[src/rtl/weight_stream_repeater.sv]
// rtl/weight_stream_repeater.sv - captures one weight tile and replays it REPEAT times downstream
module weight_stream_repeater #(
    parameter int DATA_WIDTH  = 16,
    parameter int PARALLELISM = 1,
    parameter int DEPTH       = 32,
    parameter int REPEAT      = 4,
    parameter int CNT_W       = $clog2(DEPTH) + 1,
    parameter int REP_W       = $clog2(REPEAT) + 1
) (
    input  logic                  clk,
    input  logic                  rst,
    input  logic [DATA_WIDTH-1:0] data_in [PARALLELISM-1:0],
    input  logic                  data_in_valid,
    output logic                  data_in_ready,
    output logic [DATA_WIDTH-1:0] data_out [PARALLELISM-1:0],
    output logic                  data_out_valid,
    input  logic                  data_out_ready,
    output logic                  tile_done
);

    localparam int AW = (DEPTH > 1) ? $clog2(DEPTH) : 1;
    localparam logic [CNT_W-1:0] LAST_BEAT = CNT_W'(DEPTH - 1);
    localparam logic [REP_W-1:0] LAST_PASS = REP_W'(REPEAT - 1);

    if (DEPTH < 1) begin : g_bad_depth
        $error("weight_stream_repeater: DEPTH must be >= 1");
    end
    if (REPEAT < 1) begin : g_bad_repeat
        $error("weight_stream_repeater: REPEAT must be >= 1");
    end

    typedef enum logic {
        S_FILL   = 1'b0,
        S_REPLAY = 1'b1
    } state_t;

    state_t           state_q, state_d;
    logic [CNT_W-1:0] wr_ptr_q, wr_ptr_d;
    logic [CNT_W-1:0] rd_ptr_q, rd_ptr_d;
    logic [REP_W-1:0] pass_cnt_q, pass_cnt_d;
    logic             rdy_flag_q, rdy_flag_d;
    logic             tile_done_q, tile_done_d;
    logic             mem_wr_en;

    // Tile buffer is deliberately left out of reset; pointers alone define validity.
    logic [DATA_WIDTH-1:0] mem_q [DEPTH][PARALLELISM];

    logic          in_hs;
    logic          out_hs;
    logic [AW-1:0] wr_idx;
    logic [AW-1:0] rd_idx;

    assign wr_idx = wr_ptr_q[AW-1:0];
    assign rd_idx = rd_ptr_q[AW-1:0];
    assign in_hs  = data_in_valid && data_in_ready;
    assign out_hs = data_out_valid && data_out_ready;

    always_ff @(posedge clk or negedge rst) begin
        if (!rst) begin
            state_q     <= S_FILL;
            wr_ptr_q    <= '0;
            rd_ptr_q    <= '0;
            pass_cnt_q  <= '0;
            rdy_flag_q  <= 1'b0;
            tile_done_q <= 1'b0;
        end else begin
            state_q     <= state_d;
            wr_ptr_q    <= wr_ptr_d;
            rd_ptr_q    <= rd_ptr_d;
            pass_cnt_q  <= pass_cnt_d;
            rdy_flag_q  <= rdy_flag_d;
            tile_done_q <= tile_done_d;
        end
    end

    always_ff @(posedge clk) begin
        if (mem_wr_en) begin
            for (int j = 0; j < PARALLELISM; j++) begin
                mem_q[wr_idx][j] <= data_in[j];
            end
        end
    end

    always_comb begin
        state_d     = state_q;
        wr_ptr_d    = wr_ptr_q;
        rd_ptr_d    = rd_ptr_q;
        pass_cnt_d  = pass_cnt_q;
        rdy_flag_d  = 1'b1;
        tile_done_d = 1'b0;
        mem_wr_en   = 1'b0;
        case (state_q)
            S_FILL: begin
                if (in_hs) begin
                    mem_wr_en = 1'b1;
                    if (wr_ptr_q == LAST_BEAT) begin
                        wr_ptr_d = '0;
                        state_d  = S_REPLAY;
                    end else begin
                        wr_ptr_d = wr_ptr_q + CNT_W'(1);
                    end
                end
            end
            S_REPLAY: begin
                if (out_hs) begin
                    if (rd_ptr_q == LAST_BEAT) begin
                        rd_ptr_d = '0;
                        if (pass_cnt_q == LAST_PASS) begin
                            pass_cnt_d  = '0;
                            state_d     = S_FILL;
                            tile_done_d = 1'b1;
                        end else begin
                            pass_cnt_d = pass_cnt_q + REP_W'(1);
                        end
                    end else begin
                        rd_ptr_d = rd_ptr_q + CNT_W'(1);
                    end
                end
            end
            default: state_d = S_FILL;
        endcase
    end

    // Replay data is read straight from the register array so stalls cost nothing.
    always_comb begin
        data_in_ready  = 1'b0;
        data_out_valid = 1'b0;
        tile_done      = tile_done_q;
        for (int j = 0; j < PARALLELISM; j++) begin
            data_out[j] = '0;
        end
        case (state_q)
            S_FILL: begin
                data_in_ready = rdy_flag_q;
            end
            S_REPLAY: begin
                data_out_valid = 1'b1;
                for (int j = 0; j < PARALLELISM; j++) begin
                    data_out[j] = mem_q[rd_idx][j];
                end
            end
            default: data_in_ready = 1'b0;
        endcase
    end

endmodule

[config.mk]
export PLATFORM = sky130hd
export DESIGN_NAME = weight_stream_repeater
export DESIGN_NICKNAME = d
export VERILOG_FILES = /design/src/rtl/weight_stream_repeater.sv
export SDC_FILE = /design/constraint.sdc
export NUM_CORES = 1
export LEC_CHECK = 0
export ABC_AREA = 0
export ABC_CLOCK_PERIOD_IN_PS = 2900
export BUFFER_PORTS_ARGS = -buffer_cell sky130_fd_sc_hd__buf_2
export CORE_MARGIN = 5
export CORE_UTILIZATION = 62
export DETAILED_ROUTE_END_ITERATION = 16
export HOLD_SLACK_MARGIN = 0.1
export PLACE_DENSITY = 0.88
export SYNTH_ARGS = -nofsm -noshare
export SYNTH_HDL_FRONTEND = slang
export SYNTH_SLANG_ARGS = --single-unit
export TNS_END_PERCENT = 100
[constraint.sdc]
create_clock -name clk -period 2.9 [get_ports clk]
set_input_delay 0.58 -clock clk [delete_from_list [all_inputs] [get_ports clk]]
set_output_delay 0.58 -clock clk [all_outputs]
set_load 0.02 [all_outputs]
== Word-level counts from Yosys, hierarchy flattened ==
Memories as Yosys holds them, arrays and structs flattened.
Index checks and enable logic that the tools add are counted.
Cells by class
  $add $sub $neg: 3
  equality and inequality tests: 3
  mux-type cells: 20
  bitwise logic cells: 1
  reduce and logical (&&, ||, !) cells: 5
Operators with widths (number)
  $mux W16: 1
  $mux W1: 15
  $add A6 B1 Y6 const B: 2
  $eq A6 B5 Y1 const B: 2
  $mux W6: 2
  $reduce_and A2 Y1: 2
  $add A3 B1 Y3 const B: 1
  $eq A3 B2 Y1 const B: 1
  $mux W3: 1
  $reduce_and A3 Y1: 1
  $logic_and A1 B1 Y1: 2
  $pmux W1 S2: 1
  $not A1 Y1: 1
Storage, ports and cells
  register bits: 18
  RAM bits: 512
  bits of input ports: 20
  output and inout bits: 19
  word-level logic and storage cells: 39
  memories kept: 1
Memories
  mem_q: words 32, bits a word 16, rd ports 1, clocked after memory_dff 0, write ports 1, line 46  | logic [DATA_WIDTH-1:0] mem_q [DEPTH][PARALLELISM];

== Logic depth before layout (Yosys ltp) ==
Gate-level depths: netlist of run 1.
  depth after elaboration: 6
  mapped depth: 7
  mapped depth without buffers: 5

== Worst setup path before layout of run 1 ==
OpenSTA, ideal clock, no wires.
  path type: input -> register
  start: input port data_in_valid
  end: memory mem_q[31][0] in the netlist's numbering, enable pin
  setup time: 0.388 ns
  arrival time: 1.997 ns
  required time: 2.512 ns
  slack: 0.514 ns
  stages on the path: 5
  path buffers: 2
  cell sequence: and3b_1 clkbuf_1 nand2_1 clkbuf_1 nor2_1
On the way
  cells in the longest elaborated chain, start to end: 5
Ends and longest elaborated chain
  start, declared: line 13  | input logic data_in_valid,
  $logic_and A1 B1 Y1: line 55  | assign in_hs = data_in_valid && data_in_ready;
  $mux W1: line 94  | if (in_hs) begin
  $mux W1: line 92  | case (state_q)
  $mux W1: line 77  | if (mem_wr_en) begin
  $mux W1 (implied by the code): line 79  | mem_q[wr_idx][j] <= data_in[j];
  end, declared: line 46
Every way passes these cells.

==> results of run 1 <==
-- registers in the layout, summed over array words and instances, names as in the netlist --
name	count
mem_q	512
rd_ptr_q	6
wr_ptr_q	6
pass_cnt_q	3
rdy_flag_q	1
state_q	1
tile_done	1
-- critical path, cell delays in order (launching register included) --
cell	delay, ps
dfrtp_4	520
buf_6	150
buf_12	150
buf_16	160
buf_6	140
mux2i_1	120
buf_4	160
o211ai_1	580
and3_1	320
buf_6	140
-- area by class of cell --
type	instances	area share (%)
Antenna cell	1	0.0103
Timing Repair Buffer	165	6.43
Multi-Input combinational cell	404	20.2
Clock buffer	63	5.25
Clock inverter	24	0.776
Tap cell	448	2.30
Sequential cell	530	65.0
Inverter	4	0.0616
-- worst max-delay path by stage --
stage,start,end,slack [ps]
after global placement,rd_ptr_q[0],data_out[9],10
final,rd_ptr_q[0],data_out[2],-700
after detailed placement,rd_ptr_q[0],data_out[6],3
after CTS,rd_ptr_q[0],data_out[9],-470
after global routing,rd_ptr_q[0],data_out[2],-670
after floorplan,data_in_valid,mem_q[31][0],510
-- cell families (layout without fill, tap and decap cells) --
family,Yosys count,count (layout),share of synthesized area [%]
xor+xnor,7,7,0.296
other cells,1,2,0.0181
mux,194,194,15.6
fa+ha+maj,6,6,0.363
compound gates,72,72,2.76
simple gates,124,124,2.81
flops,530,530,76.5
buf+inv,64,256,1.70
-- stage by stage --
step / hold slack, ps / worst slack, ps / total power [mW] / TNS [ps] / cells
4_1_cts: 468 / -467 / 18.2 / -6860 / 1625
3_3_place_gp: 515 / 12.4 / 11.5 / 0 / 1512
5_1_grt: 517 / -670 / 19.2 / -8690 / 1639
3_5_place_dp: 530 / 2.99 / 11.6 / 0 / 1512
6_report: 507 / -701 / 18.8 / -8630 / 1639
2_1_floorplan: 284 / 514 / 10.7 / 0 / 998
-- cells in the final DEF (no fill, tap or decap), types with 5 or more instances in the layout --
master       n
o211ai_1    15
a22oi_1     13
mux2i_1     16
buf_2       28
xnor2_1      5
mux2i_4      9
nand2_1     38
edfxtp_1   512
and3_1       9
clkbuf_16   51
o2111ai_1    7
mux2_2      63
mux4_2      96
nand3_1      7
ha_1         6
buf_4       97
o2111ai_2    8
and3_4       7
mux2i_2      7
clkbuf_1    14
buf_12      16
buf_6       14
clkinv_1    13
clkinv_2     5
dfrtp_1     15
a221oi_2     9
nor2_1      42
-- metal layers --
metal / part of all wire, % / routed length (um) / vias to the layer above / GRT usage [%]
li1: - / - / 4417 / -
met1: 30 / 18900 / 5956 / 40.5
met2: 48 / 30000 / 1436 / 52.0
met3: 15 / 9140 / 358 / 8.10
met4: 7.5 / 4700 / 2 / 16.3
met5: 0.040 / 25 / - / 0
-- power by group through the flow --
stage          combinational, mW  clock [mW]  sequential (mW)
5_1_grt                     3.79        6.55             8.82
4_1_cts                     3.31        6.05             8.81
3_3_place_gp                2.55           0             8.94
3_5_place_dp                2.65           0             8.96
2_1_floorplan               1.81           0             8.86
6_report                    3.73        6.21             8.82
-- what timing repair did --
item | in CTS | in global routing
resized for setup | 63 | 41
hold buffers | 1 | 0
pin swaps | 22 | 22
setup buffers | 21 | 14
cloned | 4 | 2
setup endpoints to repair | 16 | 16
hold endpoints to repair | 18 | 0
==> results.toml, run 1 <==
[sta]
finClkSkew_ps = 23.3
fin_crit_sh_pct = 124
hold_violations = 0
fmax_mhz = 278
maxSlewViolCount = 0
fin_ws_ps = -701
setup_violations = 16
worstMarginPinSlew_ps = 796
relSlewSlack_pct = 46.9
fin_crit_ps = 3600
rsz0062_at_grt = "true"

[clock_network]
cts_max_level = 2
clkTransAtPathRegs_ps = 60
cts_buffers = 48
cts_tree = "done"
clk_path_buf_depth = 3
cts_root_buffer = "clkbuf_16"
insertion_delay_ps = 580
clock-sinks = 530

[layout]
num-fill-cells = 1606
fin_util_pct = 73.2
final_cell_area_mm2 = 0.0244
layout.nets = 1179
syn_to_final_growth_pct = 17.7
multiInputGateArea_mm2 = 0.00491
regArea_mm2 = 0.0158
drive_gt1_share_pct = 37.3

[place]
placed_area_mm2 = 0.0219
io_buffer_count = 38
finalWeightedCongestion = 0.845
hpwl_um = 29500

[run]
cap_violations = 0

[worst_hold_path]
hp-start = "data_out_ready"
min_to = "rd_ptr_q[1]"
hp-class = "input pin to register"
hold_path_depth = 3

[synth]
synth-edff-count = 512
yosysWarningCount = 0
synth.most_common_cell = "edfxtp_1"
yosysTopAreaCell = "edfxtp_1"
synth_cell_types = 39
synth_seq_area_share_pct = 76.5
async_flop_share_pct = 3.40
syn_avg_cell_area_um2 = 20.7
synth_flop_cell = "edfxtp_1"
netlist_area_mm2 = 0.0207
syn_nets = 1024
synth.area.top_cells = "edfxtp_1 74%, mux4_2 10%, mux2_2 3.5%"
synth_top_area_share_pct = 74.3
syn_inst = 998
ys_seq_elements = 530
synth_common_cells = "512 x edfxtp_1, 96 x mux4_2, 65 x mux2_2, 42 x nand2_1, 42 x nor2_1"

[worst_setup_path]
critPathRequiredTime_ps = 2320
startpoint_type = "register"
r2r_slack_ps = 550
worst-setup-path-type = "register to output pin"
endpoint_kind = "output pin"
r2r_end = "mem_q[15][13]"
crit_fanout = 11
critPathArrivalTime_ps = 3020
worstRegToRegCells = 4
r2r_start = "state_q"

[pwr]
p_switching_mw = 4.91
internal_power_mw = 13.9
power.leakage_nw = 7.77
p_comb_share_pct = 19.9
p_sw_share_pct = 26.1
power_density_mw_per_mm2 = 770
vdd_drop_max_mv = 0.436
seqPwrFrac_pct = 47.0
clkPwrFrac_pct = 33.1

[global_routing]
grt_usage_pct = 32.0
grt_max_degree = 45
grt_first_pass_wirelength_um = 83300
grt_pass1_vias = 11900
overflow = 0
antenna_found_initial = 2

[floorplanning]
die_h_um = 193
dieArea_mm2 = 0.0371
coreArea_mm2 = 0.0333
num_rows = 67
start_util_pct = 62.2
ios = 39
die_x_um = 193

[routing]
drt_wl_total_um = 62800
drtIter0Drc = 2293
vias = 12200
ant_nets = 0
remaining_drc_errors = 0
vias_per_cell = 7.42
drt-pass1-iter-count = 6
wl_per_cell_um = 38.3

[outcome]
status = "finished, violations left"
violations = "setup timing"
(Power assumes the default switching activity.)
==> run 2, diff against run 1 <==
--- a/config.mk
+++ b/config.mk
@@ -12,7 +12,7 @@
 export CORE_UTILIZATION = 62
 export DETAILED_ROUTE_END_ITERATION = 16
 export HOLD_SLACK_MARGIN = 0.1
-export PLACE_DENSITY = 0.88
+export PLACE_DENSITY_LB_ADDON = 0.12
 export SYNTH_ARGS = -nofsm -noshare
 export SYNTH_HDL_FRONTEND = slang
 export SYNTH_SLANG_ARGS = --single-unit
==> run 2 against run 1 <==
  * The run still ends with setup timing left
  * Wire length down 23%
  * Cell count up 0.49%
  * Register-to-register slack better by 240 ps
  * Highest routed layer is now met4
  * Clock power up 7.9%
  * Critical endpoint unchanged
  * Core utilization up 0.69 points
  * Largest power group unchanged
  * Cell area up 0.95%
  * Hold slack worse by 78 ps
  * Sequential power down 0.5%
  * Combinational power down 8.0%
==> results.toml, run 2 (same netlist as run 1, synthesis figures left out) <==
[floorplanning]
die_h_um = 193
coreArea_mm2 = 0.0333
ios = 39
num_rows = 67
dieArea_mm2 = 0.0371
die_x_um = 193
start_util_pct = 62.2

[place]
place_ws_ps = -8.80
hpwl_um = 27100
io_buffer_count = 38
finalWeightedCongestion = 0.800

[pwr]
power.leakage_nw = 7.88
power_density_mw_per_mm2 = 769
vdd_drop_max_mv = 0.681
p_total_mw = 18.9

[routing]
vias_per_cell = 6.39
ant_nets = 0
vias = 10500
wl_per_cell_um = 29.2
drt_wl_total_um = 48000
drt-pass1-iter-count = 5
drtIter0Drc = 1038
remaining_drc_errors = 0

[sta]
worstMarginPinSlew_ps = 799
relSlewSlack_pct = 46.8
hold_violations = 0
rsz0062_at_grt = "true"
tns_ps = -5670
fmax_mhz = 300
setup_violations = 16
finClkSkew_ps = 20.4
fin_ws_ps = -431
hold_slack_ps = 429
maxSlewViolCount = 0
fin_crit_sh_pct = 115
fin_crit_ps = 3330

[worst_hold_path]
hold_path_depth = 3
hp-class = "input pin to register"

[global_routing]
grt_util_met3_pct = 6.08
overflow = 0
use_met1_pct = 38.7
grt_pass1_vias = 10500
grt_max_degree = 36
use_met2_pct = 40.0
grt_busiest_layer = "met2"
grt_usage_pct = 26.1
grt_first_pass_wirelength_um = 69200
antenna_found_initial = 0

[worst_setup_path]
path_delay_family = "buffers and inverters"
crit_chain = "buf_4 -> clkbuf_16 -> buf_4 -> mux4_2 -> mux2i_1 -> o2111ai_1 -> and3_1 -> buf_2"
worst-setup-path-type = "register to output pin"
slowest_delay_ps = 560
crit_slowest_cell = "dfrtp_4"
startpoint_type = "register"
critPathRequiredTime_ps = 2320
crit_fanout = 6
critPathArrivalTime_ps = 2750
worstSetupPathDepth = 8
worstRegToRegCells = 4
cp_num_buf_inv = 4
endpoint_kind = "output pin"
crit_top_cell = "buf_4"
r2r_slack_ps = 790

[clock_network]
clock-sinks = 530
cts_tree = "done"
clk_path_buf_depth = 3
cts_max_level = 2
cts_buffers = 51
clkTransAtPathRegs_ps = 60
insertion_delay_ps = 580
cts_root_buffer = "clkbuf_16"

[layout]
antenna_cells = 0
regMostFlops = "mem_q"
reg.largest.list = "mem_q: 512 flops, rd_ptr_q: 6 flops, wr_ptr_q: 6 flops"
drive_gt1_share_pct = 37.6
layout.nets = 1183
syn_to_final_growth_pct = 18.8
largest_reg_flops = 512
num-fill-cells = 1916
layout_common_cells = "512 x edfxtp_1, 99 x buf_4, 96 x mux4_2, 63 x mux2_2, 53 x clkbuf_16"
layout_commonest_cell = "edfxtp_1"

[outcome]
violations = "setup timing"
status = "finished, violations left"

[run]
cap_violations = 0
==> run 2: layer usage <==
layer | routed length [um] | vias to the layer above | part of all wire [%]
met5 | 0 | - | 0
met4 | 1330 | 0 | 2.8
met2 | 23000 | 514 | 48
li1 | - | 4436 | -
met3 | 4520 | 79 | 9.4
met1 | 19200 | 5498 | 40
==> run 2: cell type report <==
class / count / area [um2] / share of cell area, %
Clock buffer: 65 / 1400 / 5.69
Clock inverter: 30 / 315 / 1.28
Inverter: 4 / 15.0 / 0.0611
Multi-Input combinational cell: 404 / 4840 / 19.7
Sequential cell: 530 / 15800 / 64.4
Tap cell: 448 / 561 / 2.28
Timing Repair Buffer: 166 / 1620 / 6.60
==> run 2: power by group <==
part	leakage (nW)	internal, mW	total, mW	switching [mW]
combinational	2.20	1.82	3.43	1.61
sequential	4.84	8.65	8.78	0.138
clock	0.841	3.94	6.70	2.75
==> run 2: worst register-to-register path, delay by kind of cell, from the launching register on <==
| kind | cells | cell delay, ps |
|---|---|---|
| and+or+nand+nor | 3 | 1160 |
| buffers and inverters | 1 | 280 |
| DFF | 1 | 370 |
==> run 2: path summary, 6_finish.rpt <==
check	endpoint	startpoint
max	data_out[2]	rd_ptr_q[1]
min	rd_ptr_q[2]	data_out_ready
max reg2reg	mem_q[19][11]	state_q
min reg2reg	wr_ptr_q[5]	wr_ptr_q[5]
max in group asynchronous	rd_ptr_q[0]	rst
min in group asynchronous	wr_ptr_q[1]	rst
==> run 2: timing repair <==
item | in CTS | in global routing
setup endpoints to repair | 16 | 16
pin swaps | 12 | 9
hold buffers | 1 | 0
setup buffers | 16 | 14
endpoints found under the hold margin | 18 | 0
gates resized for setup | 51 | 34
gates cloned | 3 | 2
==> run 2: per-stage QoR <==
stage,instance area (um2),std cells,util [%]
4_1_cts,24200,1631,72.8
2_1_floorplan,20700,998,-
6_report,24600,1647,73.9
5_1_grt,24600,1647,73.9
3_5_place_dp,22000,1516,66.1
3_3_place_gp,22000,1516,66.1
==> run 3, diff against run 2 <==
--- a/config.mk
+++ b/config.mk
@@ -10,9 +10,11 @@
 export BUFFER_PORTS_ARGS = -buffer_cell sky130_fd_sc_hd__buf_2
 export CORE_MARGIN = 5
 export CORE_UTILIZATION = 62
+export CTS_CLUSTER_SIZE = 14
 export DETAILED_ROUTE_END_ITERATION = 16
 export HOLD_SLACK_MARGIN = 0.1
 export PLACE_DENSITY_LB_ADDON = 0.12
+export SKIP_CTS_REPAIR_TIMING = 1
 export SYNTH_ARGS = -nofsm -noshare
 export SYNTH_HDL_FRONTEND = slang
 export SYNTH_SLANG_ARGS = --single-unit
==> run 3 against run 2 <==
  * Clock skew up 2.5 ps
  * Clock power hardly changed
  * Largest power group unchanged
  * The run still ends with setup timing left
  * Via count fell by 0.35%
  * Cell count fell by 0.61%
  * First-iteration DRC count up 6.6%
==> results.toml, run 3 (same netlist as run 1, synthesis figures left out) <==
[outcome]
status = "finished, violations left"
violations = "setup timing"

[layout]
reg.largest.list = "mem_q: 512 flops, rd_ptr_q: 6 flops, wr_ptr_q: 6 flops"
antenna_cells = 0
regMostFlops = "mem_q"
layout.nets = 1173
fin_cells = 1637
fin_util_pct = 73.2
syn_to_final_growth_pct = 17.7
layout_commonest_cell = "edfxtp_1"
drive_gt1_share_pct = 36.8
final_cell_area_mm2 = 0.0244
layout_common_cells = "512 x edfxtp_1, 96 x mux4_2, 94 x buf_4, 64 x mux2_2, 57 x clkbuf_16"
largest_reg_flops = 512

[clock_network]
cts_tree = "done"
clkTransAtPathRegs_ps = 60
cts_max_level = 2
insertion_delay_ps = 580
clk_path_buf_depth = 3
clock-sinks = 530
cts_root_buffer = "clkbuf_16"
cts_buffers = 51

[sta]
maxSlewViolCount = 0
worstMarginPinSlew_ps = 783
fmax_mhz = 299
fin_crit_sh_pct = 115
setup_violations = 16
hold_violations = 0
finClkSkew_ps = 22.9
rsz0062_at_grt = "true"
fin_ws_ps = -441
relSlewSlack_pct = 47.8
fin_crit_ps = 3340

[routing]
vias = 10500
ant_nets = 0
vias_per_cell = 6.41
drt-pass1-iter-count = 5
drtIter0Drc = 1107
drt_wl_total_um = 47000
remaining_drc_errors = 0
wl_per_cell_um = 28.7

[floorplanning]
dieArea_mm2 = 0.0371
coreArea_mm2 = 0.0333
die_x_um = 193
num_rows = 67
die_h_um = 193
start_util_pct = 62.2
ios = 39

[worst_setup_path]
worstRegToRegCells = 7
slowest_delay_ps = 530
worst-setup-path-type = "register to output pin"
critPathArrivalTime_ps = 2760
startpoint_type = "register"
crit_slowest_cell = "mux4_2"
crit_fanout = 23
critPathRequiredTime_ps = 2320
crit_chain = "buf_12 -> buf_16 -> mux4_2 -> nand2_1 -> o2111ai_1 -> and3_1 -> buf_2"
endpoint_kind = "output pin"

[pwr]
power.leakage_nw = 7.80
vdd_drop_max_mv = 0.677
power_density_mw_per_mm2 = 765

[place]
io_buffer_count = 38
hpwl_um = 27100
finalWeightedCongestion = 0.800
dp.cells = 1516
placed_area_mm2 = 0.0220

[worst_hold_path]
hold_path_depth = 3
hp-class = "input pin to register"

[run]
cap_violations = 0

[global_routing]
grt_max_degree = 36
grt_first_pass_wirelength_um = 67600
overflow = 0
grt_pass1_vias = 10400
antenna_found_initial = 1
grt_usage_pct = 25.4
run 3: cell types whose count changed in the layout (fill, tap and decap cells not counted), moves of 4 or more:
cell	previous run	this run
buf_12	17	13
buf_16	8	3
buf_4	99	94
o2111ai_1	7	11
clkbuf_16	53	57
run 3: worst max-delay path, delay by kind of cell, from the launching register on:
family / cells / cell delay (ps)
AOI/OAI and AO/OA: 1 / 170
buffers and inverters: 3 / 590
DFF: 1 / 520
muxes: 1 / 530
and+or+nand+nor: 2 / 390
run 3: worst paths after layout:
check,slack [ps],startpoint,to
worst max register to register,760,rd_ptr_q[0],pass_cnt_q[0]
worst min-delay path,440,data_out_ready,rd_ptr_q[2]
max in group asynchronous,1950,rst,rd_ptr_q[0]
worst max-delay path,-440,rd_ptr_q[0],data_out[0]
min in group asynchronous,520,rst,wr_ptr_q[0]
worst min register to register,540,wr_ptr_q[5],wr_ptr_q[5]
run 3: metal layers:
metal  GRT usage, %  share of wire [%]  vias to the layer above
li1               -                  -                     4422
met1           38.7                 41                     5506
met2           38.3                 47                      482
met3           5.30                9.3                       78
met4           6.80                2.5                        2
met5              0              0.036                        -
run 3: per-stage QoR:
step | total power [mW] | hold WS (ps) | TNS (ps) | setup slack (ps)
finish | 18.6 | 441 | -5940 | -441
global route | 19.3 | 467 | -7150 | -533
CTS | 18.3 | -13.4 | -8080 | -624
detailed placement | 11.7 | 523 | -8.80 | -8.80
global placement | 11.6 | 519 | 0 | 83.2
floorplan | 10.7 | 284 | 0 | 514
run 3: final cells by class:
cell class	count	area [um2]
Inverter	4	15.0
Tap cell	448	561
Fill cell	1949	8920
Multi-Input combinational cell	404	4780
Sequential cell	530	15800
Clock buffer	65	1400
Timing Repair Buffer	156	1450
Clock inverter	30	315
run 3: power by group:
group | leakage (nW) | internal (mW) | switching [mW] | total [mW]
clock network | 0.841 | 3.94 | 2.74 | 6.68
logic | 2.13 | 1.62 | 1.54 | 3.16
registers | 4.84 | 8.65 | 0.133 | 8.78
total | 7.80 | 14.2 | 4.41 | 18.6
